[src/rtl/mult_arb_pkg.sv]
// Shared types and defaults for the multiplier-sharing arbiter.
//   LATENCY_DEF : default multiplier product latency in cycles
//   TAG_ID_W    : width of the requester id carried by a tag (supports up to 256 requesters)
//   tag_t       : one tag-pipeline stage {valid, id}
package mult_arb_pkg;

  localparam int unsigned LATENCY_DEF = 3;
  localparam int unsigned TAG_ID_W    = 8;

  typedef struct packed {
    logic                valid;
    logic [TAG_ID_W-1:0] id;
  } tag_t;

endpackage

[src/rtl/mult_arbiter_rr_arbiter.sv]
// Purely combinational round-robin arbiter: picks the first eligible requester
// at or after ptr, wrapping modulo N.
//   elig   : in  N   eligible requesters
//   ptr    : in  IW  search start index
//   grant  : out N   one-hot grant (zero when nothing eligible)
//   winner : out IW  index of granted requester (zero when nothing eligible)
//   any    : out 1   some requester was granted
module rr_arbiter #(
  parameter  int unsigned N  = 4,
  localparam int unsigned IW = (N > 1) ? $clog2(N) : 1
) (
  input  logic [N-1:0]  elig,
  input  logic [IW-1:0] ptr,
  output logic [N-1:0]  grant,
  output logic [IW-1:0] winner,
  output logic          any
);

  int unsigned idx;

  // First eligible requester in rotated order wins.
  always_comb begin
    grant  = '0;
    winner = '0;
    any    = 1'b0;
    idx    = 0;
    for (int unsigned off = 0; off < N; off++) begin
      idx = (32'(ptr) + off) % N;
      if (!any && elig[idx]) begin
        any        = 1'b1;
        grant[idx] = 1'b1;
        winner     = IW'(idx);
      end
    end
  end

endmodule

[src/rtl/mult_arbiter.sv]
// Shares one pipelined multiplier between N_REQ requesters. A round-robin
// arbiter issues at most one operand pair per cycle; a tag pipeline matching
// the multiplier latency routes each product into its owner's response slot.
//   clk, rst               : clock, asynchronous active-high reset
//   req_valid / req_ready  : per-requester operand handshake (ready is the grant)
//   req_a, req_b           : packed operands, requester i at [i*WIDTH +: WIDTH]
//   rsp_valid / rsp_ready  : per-requester product handshake
//   rsp_y                  : packed products, requester i at [i*2*WIDTH +: 2*WIDTH]
//   mul_a, mul_b, mul_y    : connection to the external multiplier
module mult_arbiter
  import mult_arb_pkg::*;
#(
  parameter int unsigned N_REQ   = 4,
  parameter int unsigned WIDTH   = 4,
  parameter int unsigned LATENCY = LATENCY_DEF
) (
  input  logic                     clk,
  input  logic                     rst,
  input  logic [N_REQ-1:0]         req_valid,
  output logic [N_REQ-1:0]         req_ready,
  input  logic [N_REQ*WIDTH-1:0]   req_a,
  input  logic [N_REQ*WIDTH-1:0]   req_b,
  output logic [N_REQ-1:0]         rsp_valid,
  input  logic [N_REQ-1:0]         rsp_ready,
  output logic [N_REQ*2*WIDTH-1:0] rsp_y,
  output logic [WIDTH-1:0]         mul_a,
  output logic [WIDTH-1:0]         mul_b,
  input  logic [2*WIDTH-1:0]       mul_y
);

  localparam int unsigned IW = (N_REQ > 1) ? $clog2(N_REQ) : 1;

  logic [IW-1:0]    ptr;
  tag_t             tag_q [LATENCY];
  tag_t             tag_last;
  logic [N_REQ-1:0] busy;
  logic [N_REQ-1:0] elig;
  logic [N_REQ-1:0] grant_raw;
  logic [IW-1:0]    winner;
  logic             any_raw;
  logic             gnt;

  assign tag_last = tag_q[LATENCY-1];

  // A requester is busy while it owns an in-flight tag or an unconsumed product.
  always_comb begin
    busy = rsp_valid;
    for (int unsigned i = 0; i < N_REQ; i++) begin
      for (int unsigned s = 0; s < LATENCY; s++) begin
        if (tag_q[s].valid && (tag_q[s].id == TAG_ID_W'(i))) busy[i] = 1'b1;
      end
    end
  end

  assign elig = req_valid & ~busy;

  rr_arbiter #(.N(N_REQ)) u_rr_arbiter (
    .elig   (elig),
    .ptr    (ptr),
    .grant  (grant_raw),
    .winner (winner),
    .any    (any_raw)
  );

  // No grant can be issued while reset is held.
  assign gnt       = any_raw & ~rst;
  assign req_ready = gnt ? grant_raw : '0;
  assign mul_a     = gnt ? req_a[32'(winner)*WIDTH +: WIDTH] : '0;
  assign mul_b     = gnt ? req_b[32'(winner)*WIDTH +: WIDTH] : '0;

  // Round-robin pointer moves past the winner on each grant.
  always_ff @(posedge clk or posedge rst) begin
    if (rst) begin
      ptr <= '0;
    end else if (gnt) begin
      ptr <= (32'(winner) == N_REQ - 1) ? '0 : winner + IW'(1);
    end
  end

  // Tag pipeline mirrors the multiplier's fixed latency.
  always_ff @(posedge clk or posedge rst) begin
    if (rst) begin
      for (int unsigned s = 0; s < LATENCY; s++) tag_q[s] <= '0;
    end else begin
      tag_q[0] <= tag_t'{valid: gnt, id: TAG_ID_W'(winner)};
      for (int unsigned s = 1; s < LATENCY; s++) tag_q[s] <= tag_q[s-1];
    end
  end

  // Capture returning products; busy gating guarantees the slot is free.
  always_ff @(posedge clk or posedge rst) begin
    if (rst) begin
      rsp_valid <= '0;
      rsp_y     <= '0;
    end else begin
      for (int unsigned i = 0; i < N_REQ; i++) begin
        if (tag_last.valid && (tag_last.id == TAG_ID_W'(i))) begin
          rsp_valid[i]                     <= 1'b1;
          rsp_y[i*2*WIDTH +: 2*WIDTH]      <= mul_y;
        end else if (rsp_valid[i] && rsp_ready[i]) begin
          rsp_valid[i]                     <= 1'b0;
        end
      end
    end
  end

endmodule
[config.mk]
export PLATFORM = sky130hd
export DESIGN_NAME = mult_arbiter
export DESIGN_NICKNAME = d
export VERILOG_FILES = /design/src/rtl/mult_arb_pkg.sv /design/src/rtl/mult_arbiter_rr_arbiter.sv /design/src/rtl/mult_arbiter.sv
export SDC_FILE = /design/constraint.sdc
export NUM_CORES = 1
export LEC_CHECK = 0
export ABC_CLOCK_PERIOD_IN_PS = 6500
export BUFFER_PORTS_ARGS = -buffer_cell sky130_fd_sc_hd__buf_4
export CORE_ASPECT_RATIO = 0.5
export CORE_MARGIN = 2
export CORE_UTILIZATION = 53
export CTS_CLUSTER_SIZE = 20
export DETAILED_ROUTE_END_ITERATION = 8
export GPL_ROUTABILITY_DRIVEN = 0
export GPL_TIMING_DRIVEN = 0
export HOLD_SLACK_MARGIN = 0.06
export PLACE_DENSITY = 0.94
export RECOVER_POWER = 50
export SYNTH_ARGS = -nofsm -noshare
export SYNTH_HDL_FRONTEND = slang
export SYNTH_SLANG_ARGS = --single-unit
[constraint.sdc]
create_clock -name clk -period 6.5 [get_ports clk]
set_input_delay 0.325 -clock clk [delete_from_list [all_inputs] [get_ports clk]]
set_output_delay 0.325 -clock clk [all_outputs]
set_load 0.1 [all_outputs]
==> out/results.tsv <==
metric	value	unit
slowest_delay	0.71	ns
core	4840	um2
post_cts_buffers	0	
fp.dieW	104	um
clkSinkCount	47	
setup_ws	2.20	ns
nNetsFinal	387	
ios	98	
ys.warnings.count	0	
cts_tree	yes	
critical_path_buf_inv_count	4	
dr.pass1.iters	4	
rsz0062_at_grt	false	
num_antenna_cells	0	
grt_pass1_vias	2165	
start_util	54.3	%
period_share	66.1	%
wire_per_inst	16.6	um
rows	18	
arrival	3.97	ns
ctsResizeCount	0	
ys_seq_area_share	44.8	%
path_class	reg -> out	
cts_buffers	5	
clk_latency	0.30	ns
layout-drive-gt1-share	39.1	%
routed_wl	6660	um
die_y	53.8	um
crit_fanout	11	
ys_ff_latch	47	
final_cells	400	
vias	2250	
ant_nets	0	
end_kind	output pin	
critPathLaunchType	register	
synth_area	2630	um2
slew_headroom	-67.1	%
crit_path_cell_trace	clkbuf_1, inv_2, ha_1, nor2_1, a221oi_1, clkbuf_1, a21boi_0, a2111oi_0, a211oi_1, buf_4	
hp-class	in -> reg	
grt_pass1_wl	10300	um
drc	0	
fmax	233	MHz
place_hpwl	4920	um
netlist_instances	223	
grt_max_degree	47	
grt_usage	23.9	%
portBuffers	97	
cpMaxStageDelayCell	a221oi_1	
crit_family	compound AO/OA/AOI/OAI gates	
antenna_found_initial	0	
drt_iter0_markers	129	
violations	max-capacitance violations, max-slew violations	
maxSlewViolCount	47	
avgSynthCellArea	11.8	um2
synth_edf_count	0	
clock-skew-final	0.00757	ns
layout_commonest_cell	buf_4	
maxCapViolCount	1	
cts_buffer_depth	2	
overflow	0	
netlist-cell-type-count	43	
cts-root-buf	clkbuf_8	
viasPerCell	5.63	
place_inst	391	
tightest_slew	2.51	ns
crit_top_cell	clkbuf_1	
worst_hold_slack	0.190	ns
min_period	4.30	ns
final_cell_mix	buf_4, dfrtp_1, mux2_2, clkbuf_1, mux2i_1	
synth_nets	281	
synth_ff_type	dfrtp_1	
finalSetupTns	0	ns
syn2layout_area_growth	32.4	%
hold_viol	0	
critPathRequiredTime	6.17	ns
async_reset_ff_share	100	%
post-place-ws	2.65	ns
die_area	5570	um2
outcome	complete, but fails checks	
cts_htree_levels	2	
clkTransAtPathRegs	0.08	ns
finalSetupViolCount	0	
## worst register-to-register path, stage by stage, from the launching register on
cell and delay [ns]:
dfrtp_1 0.44, clkbuf_1 0.38, inv_2 0.22, ha_1 0.43, nor2_1 0.07, a221oi_1 0.71
and2_1 0.26, buf_2 0.31, o211ai_1 0.20, o311ai_4 0.11
## area by class of cell
| type | count | area (um2) |
|---|---|---|
| Buffer | 11 | 51.3 |
| Fill cell | 361 | 1360 |
| Timing Repair Buffer | 99 | 674 |
| Clock inverter | 2 | 17.5 |
| Tap cell | 70 | 87.6 |
| Sequential cell | 47 | 1180 |
| Inverter | 9 | 33.8 |
| Clock buffer | 6 | 72.6 |
| Multi-Input combinational cell | 156 | 1370 |
## registers in the layout, summed over array words and instances (netlist names)
signal     count
rsp_valid      4
tag_last       3
rsp_y         32
tag_q          6
ptr            2
## final timing paths
path	start	to	slack, ns	cells after the start
setup reg to reg	ptr[0]	ptr[1]	3.28	9
min in group asynchronous	rst	ptr[0]	0.45	3
hold / removal	rsp_ready[1]	rsp_valid[1]	0.19	2
hold reg to reg	tag_q[17]	tag_last[8]	0.46	0
max in group asynchronous	rst	rsp_valid[0]	3.50	4
setup / recovery	ptr[0]	mul_a[0]	2.20	10
## metal layers
metal / share of wire [%] / global-route usage, % / up-vias
met4: 1.7 / 11.3 / 0
met3: 3.8 / 4.72 / 13
li1: - / - / 1058
met1: 45 / 29.1 / 1108
met5: 0 / 0 / -
met2: 50 / 42.9 / 71
## cells by family after synthesis
family	share of synthesized area (%)
XOR/XNOR	0.333
multiplexers	22.4
AND/OR/NAND/NOR	10.7
flip-flops	44.8
buffers and inverters	3.29
AO/OA/AOI/OAI	14.8
adder cells (fa/ha/maj)	3.81
## synth_stat cells, types with 6 or more instances
| master | n | area share (%) |
|---|---|---|
| nand2_1 | 6 | 0.86 |
| dfrtp_1 | 47 | 45 |
| and3_1 | 9 | 2.1 |
| nor2_1 | 6 | 0.86 |
| a2111oi_0 | 8 | 2.7 |
| mux2_2 | 32 | 14 |
| inv_1 | 8 | 1.1 |
| ha_1 | 8 | 3.8 |
| clkbuf_1 | 7 | 1.0 |
| a21boi_0 | 8 | 2.3 |
| a211oi_1 | 8 | 2.3 |
| mux2i_1 | 16 | 6.1 |
## repair_timing
| action | 4_1_cts | 5_1_grt |
|---|---|---|
| endpoints found under the hold margin | 1 | 0 |
| hold buffers | 1 | 0 |
| endpoints found under the setup margin | 0 | 0 |
## per-stage QoR
| stage | cell area (um2) | utilization, % |
|---|---|---|
| final | 3480 | 71.8 |
| after global routing | 3480 | 71.8 |
| after CTS | 3560 | 73.6 |
| after detailed placement | 3460 | 71.5 |
| after global placement | 3440 | 71.1 |
| after floorplan | 2630 | - |
Power is not shown: default switching activity piles up to over one toggle a cycle in this logic, so the estimate is an artifact.
